### src/rtl/io_bus_router_if.sv
// io_bus_router_if: request/response and device-side signal bundle for io_bus_router.
// slave  = the router's view (takes requests, drives device selects).
// master = the environment's view (core IO port plus peripherals).
// Optional macro IO_BUS_ROUTER_STATS_EN adds the err_count / err_addr outputs.
interface io_bus_router_if #(
    parameter int SLOT_BITS = 3,
    parameter int REG_BITS  = 4,
    parameter int NUM_SLOTS = 8,
    parameter int DATA_W    = 32
);
    localparam int ADDR_W = SLOT_BITS + REG_BITS;

    // core request / response
    logic                        req_valid;
    logic                        req_write;
    logic [ADDR_W-1:0]           req_addr;
    logic [DATA_W-1:0]           req_wdata;
    logic                        req_ready;
    logic                        rsp_valid;
    logic [DATA_W-1:0]           rsp_rdata;
    logic                        rsp_error;

    // device side
    logic [NUM_SLOTS-1:0]        dev_sel;
    logic                        dev_write;
    logic [REG_BITS-1:0]         dev_reg_addr;
    logic [DATA_W-1:0]           dev_wdata;
    logic [NUM_SLOTS-1:0]        dev_ack;
    logic [NUM_SLOTS*DATA_W-1:0] dev_rdata;

`ifdef IO_BUS_ROUTER_STATS_EN
    logic [7:0]                  err_count;
    logic [ADDR_W-1:0]           err_addr;

    modport slave (
        input  req_valid, req_write, req_addr, req_wdata, dev_ack, dev_rdata,
        output req_ready, rsp_valid, rsp_rdata, rsp_error,
               dev_sel, dev_write, dev_reg_addr, dev_wdata,
               err_count, err_addr
    );

    modport master (
        output req_valid, req_write, req_addr, req_wdata, dev_ack, dev_rdata,
        input  req_ready, rsp_valid, rsp_rdata, rsp_error,
               dev_sel, dev_write, dev_reg_addr, dev_wdata,
               err_count, err_addr
    );
`else
    modport slave (
        input  req_valid, req_write, req_addr, req_wdata, dev_ack, dev_rdata,
        output req_ready, rsp_valid, rsp_rdata, rsp_error,
               dev_sel, dev_write, dev_reg_addr, dev_wdata
    );

    modport master (
        output req_valid, req_write, req_addr, req_wdata, dev_ack, dev_rdata,
        input  req_ready, rsp_valid, rsp_rdata, rsp_error,
               dev_sel, dev_write, dev_reg_addr, dev_wdata
    );
`endif

endinterface

### src/rtl/io_bus_router.sv
// io_bus_router: single-outstanding IO request router.
// Splits the request address into {slot, reg}, drives a one-hot device select,
// waits for that slot's ack (bounded by TIMEOUT) and returns a one-cycle response.
// Slots >= NUM_SLOTS are reserved and answered immediately with an error.
// Optional macro IO_BUS_ROUTER_STATS_EN adds a saturating error counter and the
// address of the most recent error.
module io_bus_router #(
    parameter int SLOT_BITS = 3,
    parameter int REG_BITS  = 4,
    parameter int NUM_SLOTS = 8,
    parameter int DATA_W    = 32,
    parameter int TIMEOUT   = 15
) (
    input  logic            clk,
    input  logic            rst,
    io_bus_router_if.slave  bus
);
    localparam int ADDR_W = SLOT_BITS + REG_BITS;
    // One extra bit so NUM_SLOTS == 2**SLOT_BITS is representable.
    localparam logic [SLOT_BITS:0] SLOT_LIMIT  = (SLOT_BITS + 1)'(NUM_SLOTS);
    localparam logic [7:0]         TIMEOUT_CNT = 8'(TIMEOUT);

    typedef enum logic [1:0] {
        IDLE    = 2'd0,
        ACCESS  = 2'd1,
        RESPOND = 2'd2
    } state_t;

    state_t                          state_reg;
    state_t                          state_next;

    logic [7:0]                      cnt_reg;
    logic [NUM_SLOTS-1:0]            dev_sel_reg;
    logic                            write_reg;
    logic [REG_BITS-1:0]             reg_addr_reg;
    logic [DATA_W-1:0]               wdata_reg;
    logic                            rsp_valid_reg;
    logic                            rsp_error_reg;
    logic [DATA_W-1:0]               rsp_rdata_reg;

    logic [SLOT_BITS-1:0]            req_slot;
    logic                            req_reserved;
    logic [NUM_SLOTS-1:0]            sel_dec;
    logic [NUM_SLOTS-1:0][DATA_W-1:0] rdata_masked;
    logic [DATA_W-1:0]               rdata_sel;
    logic                            ack_hit;
    logic                            timeout_hit;

    // FSM action strobes
    logic                            load_req;
    logic                            to_access;
    logic                            rsp_ok;
    logic                            rsp_err;

    assign req_slot     = bus.req_addr[ADDR_W-1:REG_BITS];
    assign req_reserved = ({1'b0, req_slot} >= SLOT_LIMIT);

    // Only the latched slot's ack is seen because dev_sel_reg is one-hot.
    assign ack_hit      = |(bus.dev_ack & dev_sel_reg);
    assign timeout_hit  = (cnt_reg == TIMEOUT_CNT);

    // Per-slot select decode and read-data masking by the active select.
    genvar gi;
    generate
        for (gi = 0; gi < NUM_SLOTS; gi++) begin : g_slot
            assign sel_dec[gi]      = (req_slot == SLOT_BITS'(gi));
            assign rdata_masked[gi] = dev_sel_reg[gi] ? bus.dev_rdata[gi*DATA_W +: DATA_W]
                                                      : '0;
        end
    endgenerate

    // OR-combine the masked slices; at most one is non-zero.
    always_comb begin
        rdata_sel = '0;
        for (int i = 0; i < NUM_SLOTS; i++) begin
            rdata_sel = rdata_sel | rdata_masked[i];
        end
    end

    // State register.
    always_ff @(posedge clk or posedge rst) begin
        if (rst) begin
            state_reg <= IDLE;
        end else begin
            state_reg <= state_next;
        end
    end

    // Next-state decode and action strobes; an ack beats the timeout.
    always_comb begin
        state_next = state_reg;
        load_req   = 1'b0;
        to_access  = 1'b0;
        rsp_ok     = 1'b0;
        rsp_err    = 1'b0;
        case (state_reg)
            IDLE: begin
                if (bus.req_valid) begin
                    load_req = 1'b1;
                    if (req_reserved) begin
                        rsp_err    = 1'b1;
                        state_next = RESPOND;
                    end else begin
                        to_access  = 1'b1;
                        state_next = ACCESS;
                    end
                end
            end
            ACCESS: begin
                if (ack_hit) begin
                    rsp_ok     = 1'b1;
                    state_next = RESPOND;
                end else if (timeout_hit) begin
                    rsp_err    = 1'b1;
                    state_next = RESPOND;
                end
            end
            RESPOND: begin
                state_next = IDLE;
            end
            default: begin
                state_next = IDLE;
            end
        endcase
    end

    // Request latch, wait counter, device select and registered response.
    always_ff @(posedge clk or posedge rst) begin
        if (rst) begin
            cnt_reg       <= '0;
            dev_sel_reg   <= '0;
            write_reg     <= 1'b0;
            reg_addr_reg  <= '0;
            wdata_reg     <= '0;
            rsp_valid_reg <= 1'b0;
            rsp_error_reg <= 1'b0;
            rsp_rdata_reg <= '0;
        end else begin
            if (load_req) begin
                write_reg    <= bus.req_write;
                reg_addr_reg <= bus.req_addr[REG_BITS-1:0];
                wdata_reg    <= bus.req_wdata;
                cnt_reg      <= '0;
            end else if (state_reg == ACCESS && !rsp_ok && !rsp_err) begin
                cnt_reg <= cnt_reg + 8'd1;
            end

            if (to_access) begin
                dev_sel_reg <= sel_dec;
            end else if (rsp_ok || rsp_err) begin
                dev_sel_reg <= '0;
            end

            // Response fields are live only for the single RESPOND cycle.
            rsp_valid_reg <= rsp_ok | rsp_err;
            rsp_error_reg <= rsp_err;
            rsp_rdata_reg <= (rsp_ok && !write_reg) ? rdata_sel : '0;
        end
    end

    assign bus.req_ready    = (state_reg == IDLE);
    assign bus.rsp_valid    = rsp_valid_reg;
    assign bus.rsp_error    = rsp_error_reg;
    assign bus.rsp_rdata    = rsp_rdata_reg;
    assign bus.dev_sel      = dev_sel_reg;
    assign bus.dev_write    = write_reg;
    assign bus.dev_reg_addr = reg_addr_reg;
    assign bus.dev_wdata    = wdata_reg;

`ifdef IO_BUS_ROUTER_STATS_EN
    logic [SLOT_BITS-1:0] slot_reg;
    logic [7:0]           err_count_reg;
    logic [ADDR_W-1:0]    err_addr_reg;

    // Slot field kept only for error address reporting.
    always_ff @(posedge clk or posedge rst) begin
        if (rst) begin
            slot_reg <= '0;
        end else if (load_req) begin
            slot_reg <= req_slot;
        end
    end

    // Saturating error count and last error address, updated in RESPOND.
    always_ff @(posedge clk or posedge rst) begin
        if (rst) begin
            err_count_reg <= '0;
            err_addr_reg  <= '0;
        end else if (state_reg == RESPOND && rsp_error_reg) begin
            if (err_count_reg != 8'hFF) begin
                err_count_reg <= err_count_reg + 8'd1;
            end
            err_addr_reg <= {slot_reg, reg_addr_reg};
        end
    end

    assign bus.err_count = err_count_reg;
    assign bus.err_addr  = err_addr_reg;
`endif

endmodule
### src/flat_wrapper.sv
// flat-port wrapper written by rule: the top's interface ports become plain ports
module io_bus_router_flat 
#(
    parameter int SLOT_BITS = 3,
    parameter int REG_BITS  = 4,
    parameter int NUM_SLOTS = 8,
    parameter int DATA_W    = 32,
    parameter int TIMEOUT   = 15
)
  (clk, rst, bus_req_valid, bus_req_write, bus_req_addr, bus_req_wdata, bus_dev_ack, bus_dev_rdata, bus_req_ready, bus_rsp_valid, bus_rsp_rdata, bus_rsp_error, bus_dev_sel, bus_dev_write, bus_dev_reg_addr, bus_dev_wdata);
  io_bus_router_if #(.SLOT_BITS(SLOT_BITS), .REG_BITS(REG_BITS), .NUM_SLOTS(NUM_SLOTS), .DATA_W(DATA_W)) bus_i ();
  input  logic clk;
  input  logic rst;
  input wire logic [$bits(bus_i.req_valid)-1:0] bus_req_valid;
  input wire logic [$bits(bus_i.req_write)-1:0] bus_req_write;
  input wire logic [$bits(bus_i.req_addr)-1:0] bus_req_addr;
  input wire logic [$bits(bus_i.req_wdata)-1:0] bus_req_wdata;
  input wire logic [$bits(bus_i.dev_ack)-1:0] bus_dev_ack;
  input wire logic [$bits(bus_i.dev_rdata)-1:0] bus_dev_rdata;
  output wire logic [$bits(bus_i.req_ready)-1:0] bus_req_ready;
  output wire logic [$bits(bus_i.rsp_valid)-1:0] bus_rsp_valid;
  output wire logic [$bits(bus_i.rsp_rdata)-1:0] bus_rsp_rdata;
  output wire logic [$bits(bus_i.rsp_error)-1:0] bus_rsp_error;
  output wire logic [$bits(bus_i.dev_sel)-1:0] bus_dev_sel;
  output wire logic [$bits(bus_i.dev_write)-1:0] bus_dev_write;
  output wire logic [$bits(bus_i.dev_reg_addr)-1:0] bus_dev_reg_addr;
  output wire logic [$bits(bus_i.dev_wdata)-1:0] bus_dev_wdata;
  assign bus_i.req_valid = bus_req_valid;
  assign bus_i.req_write = bus_req_write;
  assign bus_i.req_addr = bus_req_addr;
  assign bus_i.req_wdata = bus_req_wdata;
  assign bus_i.dev_ack = bus_dev_ack;
  assign bus_i.dev_rdata = bus_dev_rdata;
  assign bus_req_ready = bus_i.req_ready;
  assign bus_rsp_valid = bus_i.rsp_valid;
  assign bus_rsp_rdata = bus_i.rsp_rdata;
  assign bus_rsp_error = bus_i.rsp_error;
  assign bus_dev_sel = bus_i.dev_sel;
  assign bus_dev_write = bus_i.dev_write;
  assign bus_dev_reg_addr = bus_i.dev_reg_addr;
  assign bus_dev_wdata = bus_i.dev_wdata;
  io_bus_router #(.SLOT_BITS(SLOT_BITS), .REG_BITS(REG_BITS), .NUM_SLOTS(NUM_SLOTS), .DATA_W(DATA_W), .TIMEOUT(TIMEOUT)) u_core (.clk(clk), .rst(rst), .bus(bus_i));
endmodule
### config.mk
export PLATFORM = sky130hd
export DESIGN_NAME = io_bus_router_flat
export DESIGN_NICKNAME = d
export VERILOG_FILES = /design/src/rtl/io_bus_router_if.sv /design/src/rtl/io_bus_router.sv /design/src/flat_wrapper.sv
export SDC_FILE = /design/constraint.sdc
export NUM_CORES = 1
export LEC_CHECK = 0
export BUFFER_PORTS_ARGS = -buffer_cell sky130_fd_sc_hd__buf_2
export CORE_AREA = 8 8 146 148
export CTS_CLUSTER_DIAMETER = 150
export DETAILED_ROUTE_END_ITERATION = 12
export DIE_AREA = 0 0 154 156
export GPL_TIMING_DRIVEN = 1
export HOLD_SLACK_MARGIN = 0.05
export SLEW_MARGIN = 40
export SYNTH_ARGS = -nofsm -noshare
export SYNTH_HDL_FRONTEND = slang
export SYNTH_SLANG_ARGS = --single-unit
### constraint.sdc
create_clock -name clk -period 6.5 [get_ports clk]
set_input_delay 0.65 -clock clk [delete_from_list [all_inputs] [get_ports clk]]
set_output_delay 0.65 -clock clk [all_outputs]
set_load 0.02 [all_outputs]
Yosys cells after proc, flatten, opt, wreduce, memory -nomap -nowiden. Cells that the tools add are included.

Output and inout port bits: 80. Bits of input ports: 307. Word-level logic and storage cells: 67. Flip-flop bits (word level): 89.

Bitwise logic cells: 9. Multiplexer cells: 24. Eq/ne operators: 11. Add/subtract/negate cells: 1. Reductions and logical operators: 13.

Operators by type and width (count): $mux 32 (9); $or 32x32->32 (7); $mux 8 (4); $eq 3x3->1 const B (4); $add 8x1->8 const B (1); $and 8x8->8 (1); $eq 8x4->1 const B (1); $reduce_or 8->1 (1); $mux 1 (7); $eq 3x2->1 const B (2); $mux 2 (3); $pmux 2 s2 (1); $reduce_bool 2->1 (2); $eq 3x1->1 const B (1); $logic_and 1x1->1 (3); $logic_not 1->1 (3); $logic_not 3->1 (1); $ne 3x1->1 const B (1); $eq 2x1->1 const B (1); $logic_not 2->1 (1); $ne 2x2->1 const B (1); $reduce_and 2->1 (1); $logic_or 1x1->1 (1); $or 1x1->1 (1).

Longest topological paths before layout.
Depth after elaboration: 9. Mapped depth: 8. Depth with buffers taken out: 6.

Worst setup path before layout. OpenSTA, ideal clock, no wires.

Kind: reg-to-reg. Start point: register u_core.cnt_reg[0]. End point: register u_core.cnt_reg[7]. Path slack: 4526 ps. Cell stages (with the launch flop): 7. Setup time: 78 ps. Period minus slack after synthesis: 1974 ps. Required time: 6422 ps. Data arrival time: 1896 ps. Cell sequence: dfrtp_1 -> ha_1 -> and3_1 -> and2_1 -> or2_2 -> or4_1 -> a21oi_1.

Word-level cells in the longest chain between the ends: 7.

RTL lines: start, declared (RTL line io_bus_router.sv:32) `logic [7:0] cnt_reg;`; start signal, assigned (RTL line io_bus_router.sv:145) `cnt_reg <= cnt_reg + 8'd1;`; $eq 8x4->1 (RTL line io_bus_router.sv:60) `assign timeout_hit = (cnt_reg == TIMEOUT_CNT);`; $mux 1 (RTL line io_bus_router.sv:113) `end else if (timeout_hit) begin`; $mux 1 (RTL line io_bus_router.sv:110) `if (ack_hit) begin`; $mux 1; $logic_not 1->1 (RTL line io_bus_router.sv:144) `end else if (state_reg == ACCESS && !rsp_ok && !rsp_err) begin`; $logic_and 1x1->1 (RTL line io_bus_router.sv:144); $reduce_bool 2->1 (no line).

Several ways; a longest one is shown, not always the timed one. The select of a mux whose other input is x is not followed. A chain may end at the register's enable or synchronous reset.

Worst setup path after layout.
Start point: register u_core.dev_sel_reg[3], in the netlist u_core.bus.dev_sel[3]. End point: output port bus_dev_sel[3].

RTL lines: start, declared (RTL line io_bus_router.sv:33) `logic [NUM_SLOTS-1:0] dev_sel_reg;`; start signal, assigned (RTL line io_bus_router.sv:149) `dev_sel_reg <= sel_dec;`; end, declared (RTL line flat_wrapper.sv:24) `output wire logic [$bits(bus_i.dev_sel)-1:0] bus_dev_sel;`.

No word-level cell between the ends.

==> metrics <==
Leakage 3.70 nW; GRT Resource Usage Total 0.196; nets 1155; setup TNS 0 ns; setup ws final 4.35 ns; Die ar. 24000 µm²; initial antenna violation count 12; outcome finished clean; VDD IR-drop max 287 µV; minimum clock period 2.15 ns; DRT Pass-1 Iters 5; # fillers 1962; Reg area 2230 µm²; die width 154 µm; IO Count 387; Max Slew Vio Count 0; final hold vios 0; clock-pin slew on the worst setup and hold paths 0.07 ns; routed via count 5610; CP Max Fanout 34; cts bufs inserted 9; PD cells 377 nW/µm²; worst skew pair latency 0.35 ns; slew of the pin with the lowest slew margin 0.634 ns; FF-to-FF path depth 6; register-to-register path setup slack 4.39 ns; fmax 466 MHz; Hold-fix buffers, CTS 0; Worst R2R Start u_core.cnt_reg[0]$_DFFE_PP0P_; Synth Instances 488; post-synth top area share 0.487; max_cap viols 0; kind of critical path reg -> out; Clock Path Buffers 2; vias per cell 5.12; Synth Flop Type dfrtp_1; clock sink total 89; Layout area overhead 53.9%; Critical Path RT 5.85 ns; Post-CTS Setup Repair Bufs 0; asr flop ratio synth 1.00; Post-Route WL 24800 µm; chip height 156 µm; count leader, synth nand2_1; CTS tree done; H-Tree Depth 3; post-route ant nets 0; max_slew headroom 0.574; Port Buffers 386; initial core utilization 0.240; endpoint class of the critical path output pin; Synth area leaders dfrtp_1 49%, nand2_1 11%, a22oi_1 11%; root buffer cell clkbuf_16; PostCTS Resize Cnt 0; Core Region 19100 µm²; top post-synthesis cells by count 131 x nand2_1, 89 x dfrtp_1, 64 x a22oi_1; worst hold path type in -> async; final worst path period share 0.330; dpl hpwl 19200 µm; syn_nets 796; dominant cell type by area after synthesis dfrtp_1; Seq/Total Area, Yosys 0.487; Core Util, Final 0.369; Syn Area/Cell 9.37 µm²; first-pass GRT wire length 35700 µm; Final Skew 0.0117 ns; Synth Register Bits 89; CP startpoint kind flip-flop; DR iter-0 viols 363; synthesized cell area 4570 µm²; largest net degree at the start of global routing 68; post-synth cell types 35; wire per inst 22.6 µm; row cnt 51; start point of the critical path u_core.bus.dev_sel[3]$_DFFE_PP0P_; remaining global-route overflow 0; layout cells sized above 1 0.499; Crit path arrival time 1.50 ns; pre-CTS setup slack 4.33 ns; vias in the first global route 5661; multi-input logic area 2150 µm²; Post-synth EDFFs 0; Residual DRC 0; RSZ-0062 raised after global routing no; routability cong. 0.917; # setup viols final 0; Syn. warnings 0
-- per-stage QoR --
step	hold WS, ns	instance area, µm²	std cells	total power [mW]
detailed placement	0.457	6700	1074	2.11
global placement	0.453	6690	1074	2.09
CTS	0.256	7020	1090	2.69
finish	0.263	7040	1096	2.65
global route	0.269	7040	1096	2.82
floorplan	0.480	4570	488	1.62
-- report_power, final --
group	switching [mW]	leakage, nW	internal, mW
combinational	0.822	2.37	0.441
sequential	0.0964	1.17	0.726
clock	0.258	0.155	0.311
total	1.18	3.70	1.48
-- worst max-delay path: stages (launching register included) --
cell and delay [ns]:
dfrtp_1 0.42, buf_4 0.43, buf_2 0.26
-- path summary, 6_finish.rpt --
| check | to |
|---|---|
| min in group clk | u_core.bus.dev_reg_addr[3]$_DFFE_PP0P_ |
| max | bus_dev_sel[3] |
| max reg2reg | u_core.cnt_reg[7]$_DFFE_PP0P_ |
| max in group asynchronous | u_core.cnt_reg[3]$_DFFE_PP0P_ |
| min | u_core.bus.rsp_rdata[25]$_DFF_PP0_ |
| min reg2reg | u_core.bus.dev_reg_addr[3]$_DFFE_PP0P_ |
-- area by class of cell --
| cell class | count | area share |
|---|---|---|
| antenna | 6 | 0.00213 |
| clock buffer | 9 | 0.0320 |
| clock inverter | 7 | 0.0137 |
| inverter | 2 | 0.00142 |
| multi-input combinational | 348 | 0.305 |
| sequential | 89 | 0.317 |
| tap | 238 | 0.0423 |
| timing repair buffer | 397 | 0.287 |
-- layer usage --
| layer | wire, µm | track usage | part of all wire | vias up |
|---|---|---|---|---|
| met2 | 12100 | 0.323 | 0.49 | 330 |
| li1 | - | - | - | 2570 |
| met1 | 9340 | 0.226 | 0.38 | 2644 |
| met3 | 2430 | 0.0670 | 0.098 | 58 |
| met4 | 846 | 0.0910 | 0.034 | 8 |
| met5 | 60 | 0 | 0.0024 | - |
-- logic make-up (layout without fill, tap and decap cells) --
group / after synthesis / in the layout / synth area share
mux: 2 / 2 / 0.00438
xor+xnor: 1 / 1 / 0.00192
simple gates: 162 / 162 / 0.149
compound gates: 182 / 182 / 0.310
buf+inv: 51 / 415 / 0.0449
other cells: 0 / 6 / 0
fa+ha+maj: 1 / 1 / 0.00274
flops: 89 / 89 / 0.487
-- cells in the final DEF, fill, tap and decap left out, types with 3 or more instances in the layout --
| cell type | netlist | layout |
|---|---|---|
| a21oi_1 | 3 | 3 |
| dfrtp_1 | 89 | 89 |
| or4_1 | 3 | 3 |
| o32ai_1 | 6 | 6 |
| clkbuf_16 | 0 | 9 |
| diode_2 | 0 | 6 |
| a22oi_2 | 4 | 4 |
| and3_1 | 3 | 3 |
| a22oi_1 | 64 | 64 |
| nor2_1 | 5 | 5 |
| nand2_1 | 131 | 130 |
| inv_8 | 0 | 3 |
| o21ai_0 | 5 | 5 |
| buf_4 | 0 | 10 |
| buf_2 | 5 | 386 |
| a22o_1 | 32 | 32 |
| a221oi_1 | 32 | 32 |
| nand2b_1 | 4 | 4 |
| a31oi_1 | 32 | 32 |
No activity file was read; power rests on OpenSTA's default activity.
